`src/rtl/blinky_pwm_if.sv`:
```
// -----------------------------------------------------------------------------
// blinky_pwm_if
// Write port carrying per-channel {mode, duty} updates into blinky_pwm.
//
// Signals:
//   wr_en    1                    write strobe, one write per asserted cycle
//   wr_ch    $clog2(CHANNELS)+1   target channel (values >= CHANNELS ignored)
//   wr_mode  3                    channel mode
//   wr_duty  PWM_BITS             channel duty
//
// Modports:
//   master  drives the write port (board logic / testbench)
//   slave   receives the write port (blinky_pwm)
// -----------------------------------------------------------------------------
interface blinky_pwm_if #(
    parameter int CHANNELS = 8,
    parameter int PWM_BITS = 8
);
    localparam int CH_W = $clog2(CHANNELS) + 1;

    logic                wr_en;
    logic [CH_W-1:0]     wr_ch;
    logic [2:0]          wr_mode;
    logic [PWM_BITS-1:0] wr_duty;

    modport master (
        output wr_en,
        output wr_ch,
        output wr_mode,
        output wr_duty
    );

    modport slave (
        input wr_en,
        input wr_ch,
        input wr_mode,
        input wr_duty
    );
endinterface

```
`src/rtl/blinky_pwm.sv`:
```
// -----------------------------------------------------------------------------
// blinky_pwm
// Multi-channel PWM / blink / breathe driver for PMOD pins and the on-board
// active-low LED. A prescaler produces PWM ticks, a PWM counter defines the
// period, and each channel compares the counter against its active duty.
// Channel settings are double-buffered: writes land in a shadow copy that is
// transferred to the active copy on the period boundary edge.
//
// Optional feature: define BLINKY_BREATHE_EN to add the shared breathe ramp
// (mode 4). Without it, mode 4 drives 0.
//
// Ports:
//   clk48         in   1         system clock
//   rst           in   1         asynchronous active-high reset
//   wr            slave          write port {wr_en, wr_ch, wr_mode, wr_duty}
//   pwm_out       out  CHANNELS  registered channel outputs
//   period_start  out  1         one-cycle pulse on the first output cycle
//                                of each period
//   led           out  1         active-low LED, ~pwm_out[0]
// -----------------------------------------------------------------------------
module blinky_pwm #(
    parameter int CHANNELS      = 8,
    parameter int PWM_BITS      = 8,
    parameter int PRESCALE      = 188,
    parameter int BLINK_PERIODS = 64
) (
    input  logic                clk48,
    input  logic                rst,
    blinky_pwm_if.slave         wr,
    output logic [CHANNELS-1:0] pwm_out,
    output logic                period_start,
    output logic                led
);
    localparam int CH_W  = $clog2(CHANNELS) + 1;
    localparam int PRE_W = (PRESCALE > 1) ? $clog2(PRESCALE) : 1;
    localparam int BLK_W = (BLINK_PERIODS > 1) ? $clog2(BLINK_PERIODS) : 1;

    localparam logic [2:0] MODE_OFF     = 3'd0;
    localparam logic [2:0] MODE_ON      = 3'd1;
    localparam logic [2:0] MODE_PWM     = 3'd2;
    localparam logic [2:0] MODE_BLINK   = 3'd3;
    localparam logic [2:0] MODE_BREATHE = 3'd4;

    localparam logic [PWM_BITS-1:0] DUTY_MAX = '1;

    logic [PRE_W-1:0]    pre_cnt;
    logic [PWM_BITS-1:0] pwm_cnt;
    logic [BLK_W-1:0]    blink_cnt;
    logic                blink_ph;
    logic                tick;
    logic                boundary;
    logic                bnd_p0;

    logic [2:0]          shadow_mode [CHANNELS];
    logic [PWM_BITS-1:0] shadow_duty [CHANNELS];
    logic [2:0]          active_mode [CHANNELS];
    logic [PWM_BITS-1:0] active_duty [CHANNELS];

    logic [CHANNELS-1:0] pwm_nxt;

    function automatic logic cmp(input logic [PWM_BITS-1:0] cnt,
                                 input logic [PWM_BITS-1:0] d);
        return cnt < d;
    endfunction

    assign tick     = (pre_cnt == PRE_W'(PRESCALE - 1));
    assign boundary = tick && (pwm_cnt == DUTY_MAX);

    // Stage p0: prescaler, PWM counter and blink phase
    always_ff @(posedge clk48 or posedge rst) begin
        if (rst) begin
            pre_cnt   <= '0;
            pwm_cnt   <= '0;
            blink_cnt <= '0;
            blink_ph  <= 1'b0;
        end else begin
            pre_cnt <= tick ? '0 : pre_cnt + PRE_W'(1);
            if (tick) begin
                pwm_cnt <= pwm_cnt + PWM_BITS'(1);
            end
            if (boundary) begin
                if (blink_cnt == BLK_W'(BLINK_PERIODS - 1)) begin
                    blink_cnt <= '0;
                    blink_ph  <= ~blink_ph;
                end else begin
                    blink_cnt <= blink_cnt + BLK_W'(1);
                end
            end
        end
    end

    // Active copy takes the shadow value present before this edge, so a write
    // landing on the boundary edge only reaches the shadow and goes live one
    // period later.
    always_ff @(posedge clk48 or posedge rst) begin
        if (rst) begin
            for (int ch = 0; ch < CHANNELS; ch++) begin
                shadow_mode[ch] <= MODE_OFF;
                shadow_duty[ch] <= '0;
                active_mode[ch] <= MODE_OFF;
                active_duty[ch] <= '0;
            end
        end else begin
            for (int ch = 0; ch < CHANNELS; ch++) begin
                if (boundary) begin
                    active_mode[ch] <= shadow_mode[ch];
                    active_duty[ch] <= shadow_duty[ch];
                end
                // Full-width channel compare: out-of-range channels never alias
                if (wr.wr_en && (wr.wr_ch == CH_W'(ch))) begin
                    shadow_mode[ch] <= wr.wr_mode;
                    shadow_duty[ch] <= wr.wr_duty;
                end
            end
        end
    end

`ifdef BLINKY_BREATHE_EN
    logic [PWM_BITS-1:0] ramp;
    logic                ramp_down;

    function automatic logic [PWM_BITS-1:0] sat_min(input logic [PWM_BITS-1:0] a,
                                                    input logic [PWM_BITS-1:0] b);
        return (a < b) ? a : b;
    endfunction

    // Triangle ramp; endpoints are visited once before reversing
    always_ff @(posedge clk48 or posedge rst) begin
        if (rst) begin
            ramp      <= '0;
            ramp_down <= 1'b0;
        end else if (boundary) begin
            if (!ramp_down) begin
                if (ramp == DUTY_MAX) begin
                    ramp      <= ramp - PWM_BITS'(1);
                    ramp_down <= 1'b1;
                end else begin
                    ramp <= ramp + PWM_BITS'(1);
                end
            end else begin
                if (ramp == '0) begin
                    ramp      <= ramp + PWM_BITS'(1);
                    ramp_down <= 1'b0;
                end else begin
                    ramp <= ramp - PWM_BITS'(1);
                end
            end
        end
    end
`endif

    always_comb begin
        pwm_nxt = '0;
        for (int ch = 0; ch < CHANNELS; ch++) begin
            case (active_mode[ch])
                MODE_ON:      pwm_nxt[ch] = 1'b1;
                MODE_PWM:     pwm_nxt[ch] = cmp(pwm_cnt, active_duty[ch]);
                MODE_BLINK:   pwm_nxt[ch] = blink_ph & cmp(pwm_cnt, active_duty[ch]);
`ifdef BLINKY_BREATHE_EN
                MODE_BREATHE: pwm_nxt[ch] = cmp(pwm_cnt, sat_min(ramp, active_duty[ch]));
`else
                MODE_BREATHE: pwm_nxt[ch] = 1'b0;
`endif
                default:      pwm_nxt[ch] = 1'b0;
            endcase
        end
    end

    // Stage p1: registered outputs; period_start is delayed one cycle so it
    // lines up with the first output computed from the newly loaded settings.
    always_ff @(posedge clk48 or posedge rst) begin
        if (rst) begin
            bnd_p0       <= 1'b0;
            pwm_out      <= '0;
            period_start <= 1'b0;
        end else begin
            bnd_p0       <= boundary;
            pwm_out      <= pwm_nxt;
            period_start <= bnd_p0;
        end
    end

    assign led = ~pwm_out[0];

endmodule
```
`src/flat_wrapper.sv`:
```
// flat-port wrapper written by rule: the top's interface ports become plain ports
module blinky_pwm_flat 
#(
    parameter int CHANNELS      = 8,
    parameter int PWM_BITS      = 8,
    parameter int PRESCALE      = 188,
    parameter int BLINK_PERIODS = 64
)
  (clk48, rst, pwm_out, period_start, led, wr_wr_en, wr_wr_ch, wr_wr_mode, wr_wr_duty);
  blinky_pwm_if #(.CHANNELS(CHANNELS), .PWM_BITS(PWM_BITS)) wr_i ();
  input  logic clk48;
  input  logic rst;
  output logic [CHANNELS-1:0] pwm_out;
  output logic period_start;
  output logic led;
  input wire logic [$bits(wr_i.wr_en)-1:0] wr_wr_en;
  input wire logic [$bits(wr_i.wr_ch)-1:0] wr_wr_ch;
  input wire logic [$bits(wr_i.wr_mode)-1:0] wr_wr_mode;
  input wire logic [$bits(wr_i.wr_duty)-1:0] wr_wr_duty;
  assign wr_i.wr_en = wr_wr_en;
  assign wr_i.wr_ch = wr_wr_ch;
  assign wr_i.wr_mode = wr_wr_mode;
  assign wr_i.wr_duty = wr_wr_duty;
  blinky_pwm #(.CHANNELS(CHANNELS), .PWM_BITS(PWM_BITS), .PRESCALE(PRESCALE), .BLINK_PERIODS(BLINK_PERIODS)) u_core (.clk48(clk48), .rst(rst), .wr(wr_i), .pwm_out(pwm_out), .period_start(period_start), .led(led));
endmodule
```
`config.mk`:
```
export PLATFORM = sky130hd
export DESIGN_NAME = blinky_pwm_flat
export DESIGN_NICKNAME = d
export VERILOG_FILES = /design/src/rtl/blinky_pwm_if.sv /design/src/rtl/blinky_pwm.sv /design/src/flat_wrapper.sv
export SDC_FILE = /design/constraint.sdc
export NUM_CORES = 1
export LEC_CHECK = 0
export BUFFER_PORTS_ARGS = -buffer_cell sky130_fd_sc_hd__buf_2
export CAP_MARGIN = 10
export CORE_ASPECT_RATIO = 0.75
export CORE_UTILIZATION = 62
export DETAILED_ROUTE_END_ITERATION = 12
export PLACE_DENSITY = 0.79
export SYNTH_ARGS = -nofsm -noshare
export SYNTH_HDL_FRONTEND = slang
export SYNTH_SLANG_ARGS = --single-unit
```
`constraint.sdc`:
```
create_clock -name clk48 -period 8.8 [get_ports clk48]
set_input_delay 1.76 -clock clk48 [delete_from_list [all_inputs] [get_ports clk48]]
set_output_delay 1.76 -clock clk48 [all_outputs]
set_load 0.1 [all_outputs]
```
==> results of run 1 <==
layout make-up:
class                   count  area share [%]
repair buffers             30            1.53
clock inverters             9           0.755
well taps                 200            2.43
clock buffers              29            5.89
inverters                  69            2.60
multi-input cells         539            35.9
flip-flops and latches    209            50.9
registers in the layout, summed over array words and instances (netlist names), 6 cells and up:
signal / cells
u_core.active_mode: 24
u_core.active_duty: 64
u_core.pwm_cnt: 8
u_core.pre_cnt: 8
u_core.shadow_duty: 64
u_core.pwm_out: 8
u_core.shadow_mode: 24
u_core.blink_cnt: 6
metrics by stage:
stage	total power [mW]	utilization [%]
floorplan	1.21	-
global placement	1.24	65.5
detailed placement	1.25	65.5
CTS	2.13	70.2
global route	2.18	70.2
finish	2.12	70.2
worst reg2reg max path, delay by kind of cell (launching register included):
family / cells / cell delay [ns]
buffers and inverters: 3 / 1.87
flip-flops: 1 / 0.56
AND/OR/NAND/NOR: 3 / 0.46
adder cells (fa/ha/maj): 1 / 0.32
AO/OA/AOI/OAI: 1 / 0.11
where the power goes:
part	internal (mW)	total [mW]	switching [mW]
combinational	0.0746	0.133	0.0582
clock	0.513	0.877	0.364
sequential	1.06	1.11	0.0511
total	1.64	2.12	0.473
Yosys cell counts, drive strengths merged (9+ instances only):
cell      n  area share (%)
mux2     89              11
xnor2     9            0.84
nand2b   16             1.1
a21oi    25             1.3
nand2   184             7.4
o21ai    75             4.0
dfrtp   209              56
a221oi   16             1.5
ha       59             7.9
nor2     10            0.40
nand3    14            0.75
buf      25             2.1
inv      68             2.7
per-layer routing:
layer / up-vias / share of wire, % / GRT usage, %
met3: 50 / 4.4 / 3.72
met2: 150 / 47 / 45.2
li1: 2897 / - / -
met1: 3138 / 46 / 39.5
met4: 0 / 3.0 / 9.35
met5: - / 0 / 0
kinds of logic (layout without fill, tap and decap cells):
| family | after synthesis | in the layout |
|---|---|---|
| xor+xnor | 16 | 16 |
| compound gates | 125 | 125 |
| buf+inv | 99 | 137 |
| flops | 209 | 209 |
| mux | 89 | 89 |
| simple gates | 250 | 250 |
| fa+ha+maj | 59 | 59 |
worst max path at each step:
stage	endpoint	slack, ns	startpoint
finish	u_core.active_duty[58]$_DFFE_PP0P_	5.33	u_core.pwm_cnt[1]$_DFFE_PP0N_
global route	u_core.active_duty[4]$_DFFE_PP0P_	5.06	u_core.pwm_cnt[1]$_DFFE_PP0N_
CTS	u_core.active_duty[4]$_DFFE_PP0P_	5.33	u_core.pwm_cnt[1]$_DFFE_PP0N_
detailed placement	u_core.shadow_duty[52]$_DFFE_PP0P_	5.25	wr_wr_ch[3]
global placement	u_core.shadow_mode[5]$_DFFE_PP0P_	5.30	wr_wr_ch[3]
floorplan	u_core.active_duty[0]$_DFFE_PP0P_	1.33	rst
cell usage in the layout (no fill, tap or decap), types with 2 or more instances in the layout:
master     Yosys  routed
nor2_1        10      10
nor3b_2        0       2
inv_6          0       2
clkinv_2       0       7
inv_1         67      66
ha_1          59      59
clkbuf_1       5       3
nand4_1        4       4
nand3b_1       4       4
mux2_2        89      89
or3_1          2       2
o21ai_0       71      71
a211o_1        8       8
nand3_1       14      14
nand2_1      184     184
clkbuf_16      0      21
dfrtp_1      209     209
buf_2         11      27
nor4_1         2       2
and3_1         6       6
xor2_1         7       7
xnor2_1        9       9
o21ai_1        4       4
buf_4          3       3
a21oi_1       25      25
nand2b_1      16      16
a221oi_1      16      16
clkbuf_8       0       5
==> results.sh, run 1 <==
export IMPL_grt_pass1_vias=6425
export IMPL_area_growth_pct=9.47
export IMPL_drc=0
export IMPL_synth_area_per_cell_sq_um=11.1
export IMPL_num_vias=6235
export IMPL_htreeDepth=1
export IMPL_ys_ff_latch=209
export IMPL_critPathMostFrequentCell="buf_4"
export IMPL_worst_clock_skew_ns=0.00893
export IMPL_holdBufCountCts=0
export IMPL_whs_ns=0.363
export IMPL_whs_endpoint="u_core.period_start$_DFF_PP0_"
export IMPL_power_density_nw_per_um2=206
export IMPL_slew_violations=0
export IMPL_die_w_um=144
export IMPL_antenna_found_initial=0
export IMPL_track_usage_pct=28.0
export IMPL_reg2reg_to="u_core.active_duty[58]$_DFFE_PP0P_"
export IMPL_drtIter0Drc=468
export IMPL_post_route_cells_drive_above_1_share_pct=17.9
export IMPL_nets=947
export IMPL_dieArea_sq_um=15600
export IMPL_hold_path_depth=0
export IMPL_synth_area_mux_share_pct=10.7
export IMPL_placed_area_sq_um=9600
export IMPL_port_buffers=27
export IMPL_gp_congestion=0.807
export IMPL_slew_limit_headroom_pct=33.5
export IMPL_path_clk_slew_ns=0.06
export IMPL_async_flop_share_pct=100
export IMPL_netlist_area_sq_um=9390
export IMPL_rows=38
export IMPL_yosys_area_share_xor_xnor_pct=1.49
export IMPL_synth_top_family_by_area="simple AND/OR/NAND/NOR gates"
export IMPL_hpwl_mm=12.8
export IMPL_synthAdderAreaFrac_pct=7.86
export IMPL_cts_path_max_buffers=3
export IMPL_status="finished, final reports clean"
export IMPL_wl_per_cell_um=18.6
export IMPL_netlist_cell_type_count=33
export IMPL_fin_setup_tns_ns=0
export IMPL_cts_tree="yes"
export IMPL_pre_cts_slack_ns=5.25
export IMPL_first_pass_iters=4
export IMPL_placed_cells=1047
export IMPL_crit_path_start_kind="flip-flop"
export IMPL_cap_violations=0
export IMPL_grt_pass1_wl_mm=32.9
export IMPL_worst_path_max_fanout=79
export IMPL_hold_viol_final=0
export IMPL_yosysSeqAreaShare_pct=55.7
export IMPL_die_y_um=109
export IMPL_drtAntennaViolNets=0
export IMPL_core_area_sq_um=14600
export IMPL_regArea_sq_um=5230
export IMPL_yosys_area_share_simple_pct=11.5
export IMPL_final_area_sq_um=10300
export IMPL_grt_max_degree=150
export IMPL_post_route_min_period_ns=3.47
export IMPL_clock_latency_ns=0.50
export IMPL_min_period_over_period_pct=39.4
export IMPL_synth_compound_gate_area_share_pct=7.63
export IMPL_path_class="flip-flop to flip-flop"
export IMPL_multi_input_comb_area_sq_um=3690
export IMPL_n_antenna_cell=0
export IMPL_cts_root_buffer="clkbuf_16"
export IMPL_critPathMaxStageDelay_ns=0.80
export IMPL_worst_path_max_delay_cell="clkinv_2"
export IMPL_cp_end_kind="flip-flop"
export IMPL_critPathArrivalTime_ns=3.81
export IMPL_worst_pin_slew_ns=0.998
export IMPL_rr_startpoint="u_core.pwm_cnt[1]$_DFFE_PP0N_"
export IMPL_post_cts_resize_count=0
export IMPL_post_cts_buffers=0
export IMPL_worstPathCellList="ha_1 > and3_1 > nand4_1 > buf_4 > clkinv_2 > buf_4 > nand2_1 > o21ai_0"
export IMPL_cp_depth=8
export IMPL_synth_edf_count=0
export IMPL_required_ns=9.14
export IMPL_clock_sinks=209
export IMPL_synthFlopType="dfrtp_1"
export IMPL_via_per_inst=5.75
export IMPL_rsz0062_at_grt="false"
export IMPL_worstHoldStart="u_core.bnd_p0$_DFF_PP0_"
export IMPL_initial_core_util_pct=64.1
export IMPL_crit_buf_inv=3
export IMPL_layout_setup_ws_ns=5.33
export IMPL_crit_family="buffers and inverters"
export IMPL_drt_total_wl_mm=20.2
export IMPL_vdd_drop_max_v=0.000171
export IMPL_p_leak_nw=4.92
export IMPL_n_fill_cell=1077
export IMPL_gr_total_overflow=0
export IMPL_synthCells=847
export IMPL_finalSetupViolCount=0
export IMPL_yosysWarnings=0
export IMPL_fmax_mhz=288
export IMPL_syn_num_nets=924
export IMPL_layout_cells_non_filler=1085
export IMPL_cts_made_buffers=21
export IMPL_reg2reg_slack_ns=5.33
export IMPL_min_path_type="flip-flop to flip-flop"
export IMPL_io_pins=28
export IMPL_reg2reg_depth=8
Power figures use the tool's default switching activity.
==> run 2, diff against run 1 <==
- CORE_UTILIZATION: 62 -> 56
- PLACE_DENSITY: 0.79 -> 0.76
- clock period: 8.8 -> 2.8 ns (I/O delays scaled with it)
==> run 2 against run 1 <==
Compared with the run above:
- sequential cell count is the same
- maximum frequency grew 53%
- critical path depth fell by 3
- cell count increased by 2.0%
- die area is 11% higher
- via count down 2.5%
- non-clock buffer count rose by 14
- clock power grew to 3.4 times the previous value
- utilization fell by 5.5 points
- global-route usage shrank 2.9 points
- clock skew fell by 0.00088 ns
- wire length fell by 1.3%
==> results.sh, run 2 (synthesis results as in run 1) <==
export IMPL_status="finished, final reports clean"
export IMPL_clock_latency_ns=0.50
export IMPL_rows=40
export IMPL_worst_path_max_fanout=10
export IMPL_holdBufCountCts=0
export IMPL_reg2reg_depth=5
export IMPL_comb_power_share_pct=6.0
export IMPL_via_per_inst=5.49
export IMPL_power_total_mw=6.85
export IMPL_vdd_drop_max_v=0.000490
export IMPL_gp_congestion=0.814
export IMPL_worst_clock_skew_ns=0.00805
export IMPL_post_cts_buffers=0
export IMPL_drc=0
export IMPL_clockPowerShare_pct=43.4
export IMPL_final_cell_mix="dfrtp_1 (209), nand2_1 (184), mux2_2 (89)"
export IMPL_drtAntennaViolNets=0
export IMPL_die_w_um=152
export IMPL_seqPwrFrac_pct=50.6
export IMPL_netSwitchingPower_mw=1.48
export IMPL_reg2reg_to="u_core.pwm_out[4]$_DFF_PP0_"
export IMPL_grt_pass1_wl_mm=32.9
export IMPL_port_buffers=27
export IMPL_die_y_um=114
export IMPL_wl_per_cell_um=18.0
export IMPL_antenna_found_initial=0
export IMPL_cap_violations=0
export IMPL_cp_end_kind="flip-flop"
export IMPL_io_pins=28
export IMPL_clock_sinks=209
export IMPL_drtIter0Drc=444
export IMPL_path_class="flip-flop to flip-flop"
export IMPL_cts_path_max_buffers=3
export IMPL_p_leak_nw=5.02
export IMPL_intPower_mw=5.37
export IMPL_layout_commonest_cell="dfrtp_1"
export IMPL_finalSetupViolCount=0
export IMPL_required_ns=3.12
export IMPL_hpwl_mm=13.2
export IMPL_endpoint="u_core.pwm_out[4]$_DFF_PP0_"
export IMPL_gr_total_overflow=0
export IMPL_crit_start="u_core.pwm_cnt[5]$_DFFE_PP0N_"
export IMPL_post_cts_resize_count=0
export IMPL_core_area_sq_um=16200
export IMPL_n_antenna_cell=0
export IMPL_final_area_sq_um=10500
export IMPL_post_route_min_period_ns=2.26
export IMPL_dieArea_sq_um=17300
export IMPL_crit_path_start_kind="flip-flop"
export IMPL_nets=960
export IMPL_htreeDepth=1
export IMPL_post_route_cells_drive_above_1_share_pct=19.3
export IMPL_drt_total_wl_mm=20.0
export IMPL_slew_violations=0
export IMPL_worst_pin_slew_ns=0.659
export IMPL_min_path_type="input port to async pin"
export IMPL_first_pass_iters=4
export IMPL_initial_core_util_pct=57.9
export IMPL_num_vias=6081
export IMPL_critPathArrivalTime_ns=2.59
export IMPL_n_fill_cell=1307
export IMPL_area_growth_pct=11.7
export IMPL_rsz0062_at_grt="false"
export IMPL_slew_limit_headroom_pct=56.0
export IMPL_global_route_usage_met1_pct=39.5
export IMPL_cts_made_buffers=20
export IMPL_path_clk_slew_ns=0.07
export IMPL_grt_pass1_vias=6104
export IMPL_grt_max_degree=95
export IMPL_biggestRegsByFlops="u_core.active_duty (64), u_core.shadow_duty (64)"
export IMPL_placed_area_sq_um=9760
export IMPL_fin_setup_tns_ns=0
export IMPL_whs_ns=0.126
export IMPL_top_usage_layer="met1"
export IMPL_cts_root_buffer="clkbuf_16"
export IMPL_fmax_mhz=442
export IMPL_postLayoutCoreUtil_pct=64.7
export IMPL_power_density_nw_per_um2=653
export IMPL_cts_tree="yes"
export IMPL_track_usage_pct=25.1
export IMPL_hold_viol_final=0
export IMPL_rr_startpoint="u_core.pwm_cnt[5]$_DFFE_PP0N_"
export IMPL_gr_usage_met2_pct=35.5
export IMPL_grt_use_met3_pct=5.30
export IMPL_swShare_pct=21.6
export IMPL_reg2reg_slack_ns=0.54
export IMPL_min_period_over_period_pct=80.8
run 2: final cells by class:
class	instances	area, sq um	area share, %
Tap cell	210	263	2.51
Sequential cell	209	5230	49.9
Clock buffer	24	567	5.40
Timing Repair Buffer	44	313	2.98
Inverter	69	265	2.53
Multi-Input combinational cell	539	3690	35.2
Clock inverter	12	160	1.53
run 2: worst max-delay path: stages, from the launching register on:
cell and delay, ns:
dfrtp_1 0.69, ha_1 0.35, a211o_1 0.29, a21oi_1 0.10
o21ai_0 0.14, a221oi_1 0.54
run 2: worst min path at each step:
stage	slack, ns	from	endpoint
4_1_cts	0.12	rst	u_core.shadow_duty[9]$_DFFE_PP0P_
5_1_grt	0.16	rst	u_core.active_duty[60]$_DFFE_PP0P_
2_1_floorplan	0.33	u_core.bnd_p0$_DFF_PP0_	u_core.period_start$_DFF_PP0_
3_3_place_gp	0.34	u_core.bnd_p0$_DFF_PP0_	u_core.period_start$_DFF_PP0_
3_5_place_dp	0.34	u_core.bnd_p0$_DFF_PP0_	u_core.period_start$_DFF_PP0_
6_report	0.13	rst	u_core.shadow_duty[9]$_DFFE_PP0P_
run 2: stage by stage:
step	std cells	worst slack [ns]
6_report	1107	0.537
3_5_place_dp	1071	0.554
3_3_place_gp	1071	0.648
4_1_cts	1107	0.615
5_1_grt	1107	0.414
2_1_floorplan	847	-0.474
run 2: routing by layer:
metal  wire length [um]  up-vias
met4                302        0
met3               1180       21
met5                  0        -
li1                   -     2917
met2               8150      137
met1              10300     3006
run 2: power by group through the flow:
stage	clock network [mW]	registers [mW]	logic [mW]
global route	3.13	3.50	0.460
detailed placement	0	3.52	0.420
floorplan	0	3.47	0.322
CTS	3.01	3.46	0.421
finish	2.97	3.46	0.412
global placement	0	3.50	0.401
==> run 3, diff against run 2 <==
- ABC_AREA: not set -> 1
- clock period: 2.8 -> 1.9 ns (I/O delays scaled with it)
==> run 3 against run 2 <==
Compared with the run above:
- die area up 1.6%
- synthesized area up 1.6%
- clock power up 52%
- wire length down 2.5%
- worst hold slack worse by 0.086 ns
- utilization up 1.1 points
- synthesized cell count up 27%
- non-clock buffer count up 9
- clock skew up 0.0049 ns
- largest cell class unchanged
- largest power group unchanged
==> results.sh, run 3 <==
export IMPL_crit_path_start_kind="flip-flop"
export IMPL_hold_viol_final=0
export IMPL_path_clk_slew_ns=0.06
export IMPL_gp_congestion=0.789
export IMPL_slew_limit_headroom_pct=64.5
export IMPL_postLayoutCoreUtil_pct=65.8
export IMPL_track_usage_pct=24.1
export IMPL_final_cell_mix="nand2_1 (344), dfrtp_1 (209), inv_1 (154)"
export IMPL_post_route_min_period_ns=1.71
export IMPL_first_pass_iters=6
export IMPL_final_area_sq_um=10700
export IMPL_grt_pass1_vias=6820
export IMPL_power_density_nw_per_um2=942
export IMPL_biggestRegsByFlops="u_core.active_duty (64), u_core.shadow_duty (64)"
export IMPL_status="finished, final reports clean"
export IMPL_cp_depth=2
export IMPL_gr_total_overflow=0
export IMPL_finalSetupViolCount=0
export IMPL_grt_max_degree=87
export IMPL_grt_pass1_wl_mm=33.8
export IMPL_area_growth_pct=12.4
export IMPL_n_antenna_cell=0
export IMPL_required_ns=1.52
export IMPL_worst_path_max_delay_cell="buf_2"
export IMPL_crit_buf_inv=2
export IMPL_fmax_mhz=586
export IMPL_io_pins=28
export IMPL_synth_area_per_cell_sq_um=8.86
export IMPL_cts_path_max_buffers=3
export IMPL_rows=40
export IMPL_cap_violations=0
export IMPL_clock_latency_ns=0.50
export IMPL_clock_sinks=209
export IMPL_port_buffers=27
export IMPL_placed_area_sq_um=9980
export IMPL_async_flop_share_pct=100
export IMPL_critPathMaxStageDelay_ns=0.41
export IMPL_worstPathCellList="inv_1 > buf_2"
export IMPL_path_class="flip-flop to output port"
export IMPL_netlist_area_sq_um=9540
export IMPL_netlist_cell_type_count=29
export IMPL_via_per_inst=5.14
export IMPL_cp_end_kind="output port"
export IMPL_placed_cells=1304
export IMPL_num_vias=6901
export IMPL_reg2reg_depth=10
export IMPL_initial_core_util_pct=58.5
export IMPL_crit_family="buffers and inverters"
export IMPL_ys_top_cells_by_area="dfrtp_1 (55%), nand2_1 (14%), ha_1 (7.7%)"
export IMPL_drtAntennaViolNets=0
export IMPL_critPathArrivalTime_ns=1.33
export IMPL_drtIter0Drc=502
export IMPL_layout_cells_non_filler=1342
export IMPL_vdd_drop_max_v=0.000613
export IMPL_layout_commonest_cell="nand2_1"
export IMPL_fin_setup_tns_ns=0
export IMPL_die_w_um=153
export IMPL_min_path_type="input port to async pin"
export IMPL_post_cts_resize_count=0
export IMPL_ys_ff_latch=209
export IMPL_wl_per_cell_um=14.5
export IMPL_slew_violations=0
export IMPL_post_route_cells_drive_above_1_share_pct=8.92
export IMPL_worst_path_max_fanout=2
export IMPL_hpwl_mm=12.7
export IMPL_yosysTopAreaCellShare_pct=54.8
export IMPL_nets=1194
export IMPL_synthFlopType="dfrtp_1"
export IMPL_htreeDepth=1
export IMPL_synth_commonest_cells="nand2_1 (344), dfrtp_1 (209), inv_1 (155), o21ai_0 (134), ha_1 (59)"
export IMPL_cts_root_buffer="clkbuf_16"
export IMPL_die_y_um=115
export IMPL_synthCells=1077
export IMPL_syn_num_nets=1154
export IMPL_n_fill_cell=1316
export IMPL_post_cts_buffers=0
export IMPL_yosysMostFrequentCell="nand2_1"
export IMPL_dieArea_sq_um=17600
export IMPL_antenna_found_initial=0
export IMPL_worst_clock_skew_ns=0.0129
export IMPL_yosys_area_top_type="dfrtp_1"
export IMPL_whs_ns=0.0395
export IMPL_rsz0062_at_grt="false"
export IMPL_p_leak_nw=5.49
export IMPL_synth_edf_count=0
export IMPL_yosysWarnings=0
export IMPL_holdBufCountCts=0
export IMPL_cts_tree="yes"
export IMPL_core_area_sq_um=16300
export IMPL_worst_pin_slew_ns=0.532
export IMPL_drc=0
export IMPL_cts_made_buffers=21
export IMPL_drt_total_wl_mm=19.5
export IMPL_min_period_over_period_pct=89.8
export IMPL_yosysSeqAreaShare_pct=54.8
==> run 3: changes by cell type after synthesis, moves of 13 or more <==
cell | previous run | this run
nand2_1 | 184 | 344
mux2_2 | 89 | 0
inv_1 | 67 | 155
o21ai_0 | 71 | 134
o21ai_1 | 4 | 27
clkbuf_1 | 5 | 21
nand2b_1 | 16 | 0
a221oi_1 | 16 | 3
==> run 3: logic make-up after synthesis <==
kind of cell             Yosys count  synth area share, %
buffers and inverters            194                 8.50
flip-flops                       209                 54.8
AND/OR/NAND/NOR                  406                 16.9
adder cells (fa/ha/maj)           59                 7.74
AO/OA/AOI/OAI                    196                 10.8
XOR/XNOR                          13                 1.19
==> run 3: stage by stage <==
stage,setup slack (ns),power [mW]
after detailed placement,0.223,5.67
after global routing,0.0122,10.5
after global placement,0.278,5.63
after floorplan,-1.19,5.46
after CTS,0.176,10.2
final,0.193,10.1
==> run 3: per-layer routing <==
metal / global-route usage (%) / wire (um) / share of wire, %
met4: 5.12 / 325 / 1.7
met1: 35.2 / 9710 / 50
met5: 0 / 0 / 0
met3: 3.13 / 835 / 4.3
met2: 39.1 / 8590 / 44
==> run 3: worst reg2reg max path, delay by kind of cell, from the launching register on <==
kind,cells,cell delay (ns)
buffers and inverters,3,0.51
AND/OR/NAND/NOR,5,0.44
flip-flops,1,0.37
adder cells (fa/ha/maj),1,0.21
AO/OA/AOI/OAI,1,0.09
==> run 3: final timing paths <==
| kind | start | endpoint | slack (ns) |
|---|---|---|---|
| worst max-delay path | u_core.pwm_out[0]$_DFF_PP0_ | led | 0.19 |
| worst min-delay path | rst | u_core.pre_cnt[2]$_DFF_PP0_ | 0.04 |
| worst max register to register | u_core.pre_cnt[0]$_DFF_PP0_ | u_core.active_duty[42]$_DFFE_PP0P_ | 0.22 |
| worst min register to register | u_core.bnd_p0$_DFF_PP0_ | u_core.period_start$_DFF_PP0_ | 0.35 |
| max in group asynchronous | rst | u_core.active_mode[18]$_DFFE_PP0P_ | 1.38 |
| min in group clk48 | wr_wr_mode[1] | u_core.shadow_mode[1]$_DFFE_PP0P_ | 0.15 |
==> run 3: final cells by class <==
cell class,count,area [sq um],area share [%]
clock buffer,32,617,5.75
sequential,209,5230,48.7
tap,210,263,2.45
inverter,158,599,5.59
timing repair buffer,53,380,3.55
clock inverter,6,134,1.25
multi-input combinational,674,3510,32.7
==> run 3: power breakdown <==
group	total, mW	switching, mW	internal (mW)
Clock	4.51	1.72	2.79
Combinational	0.570	0.378	0.192
Sequential	5.03	0.173	4.85
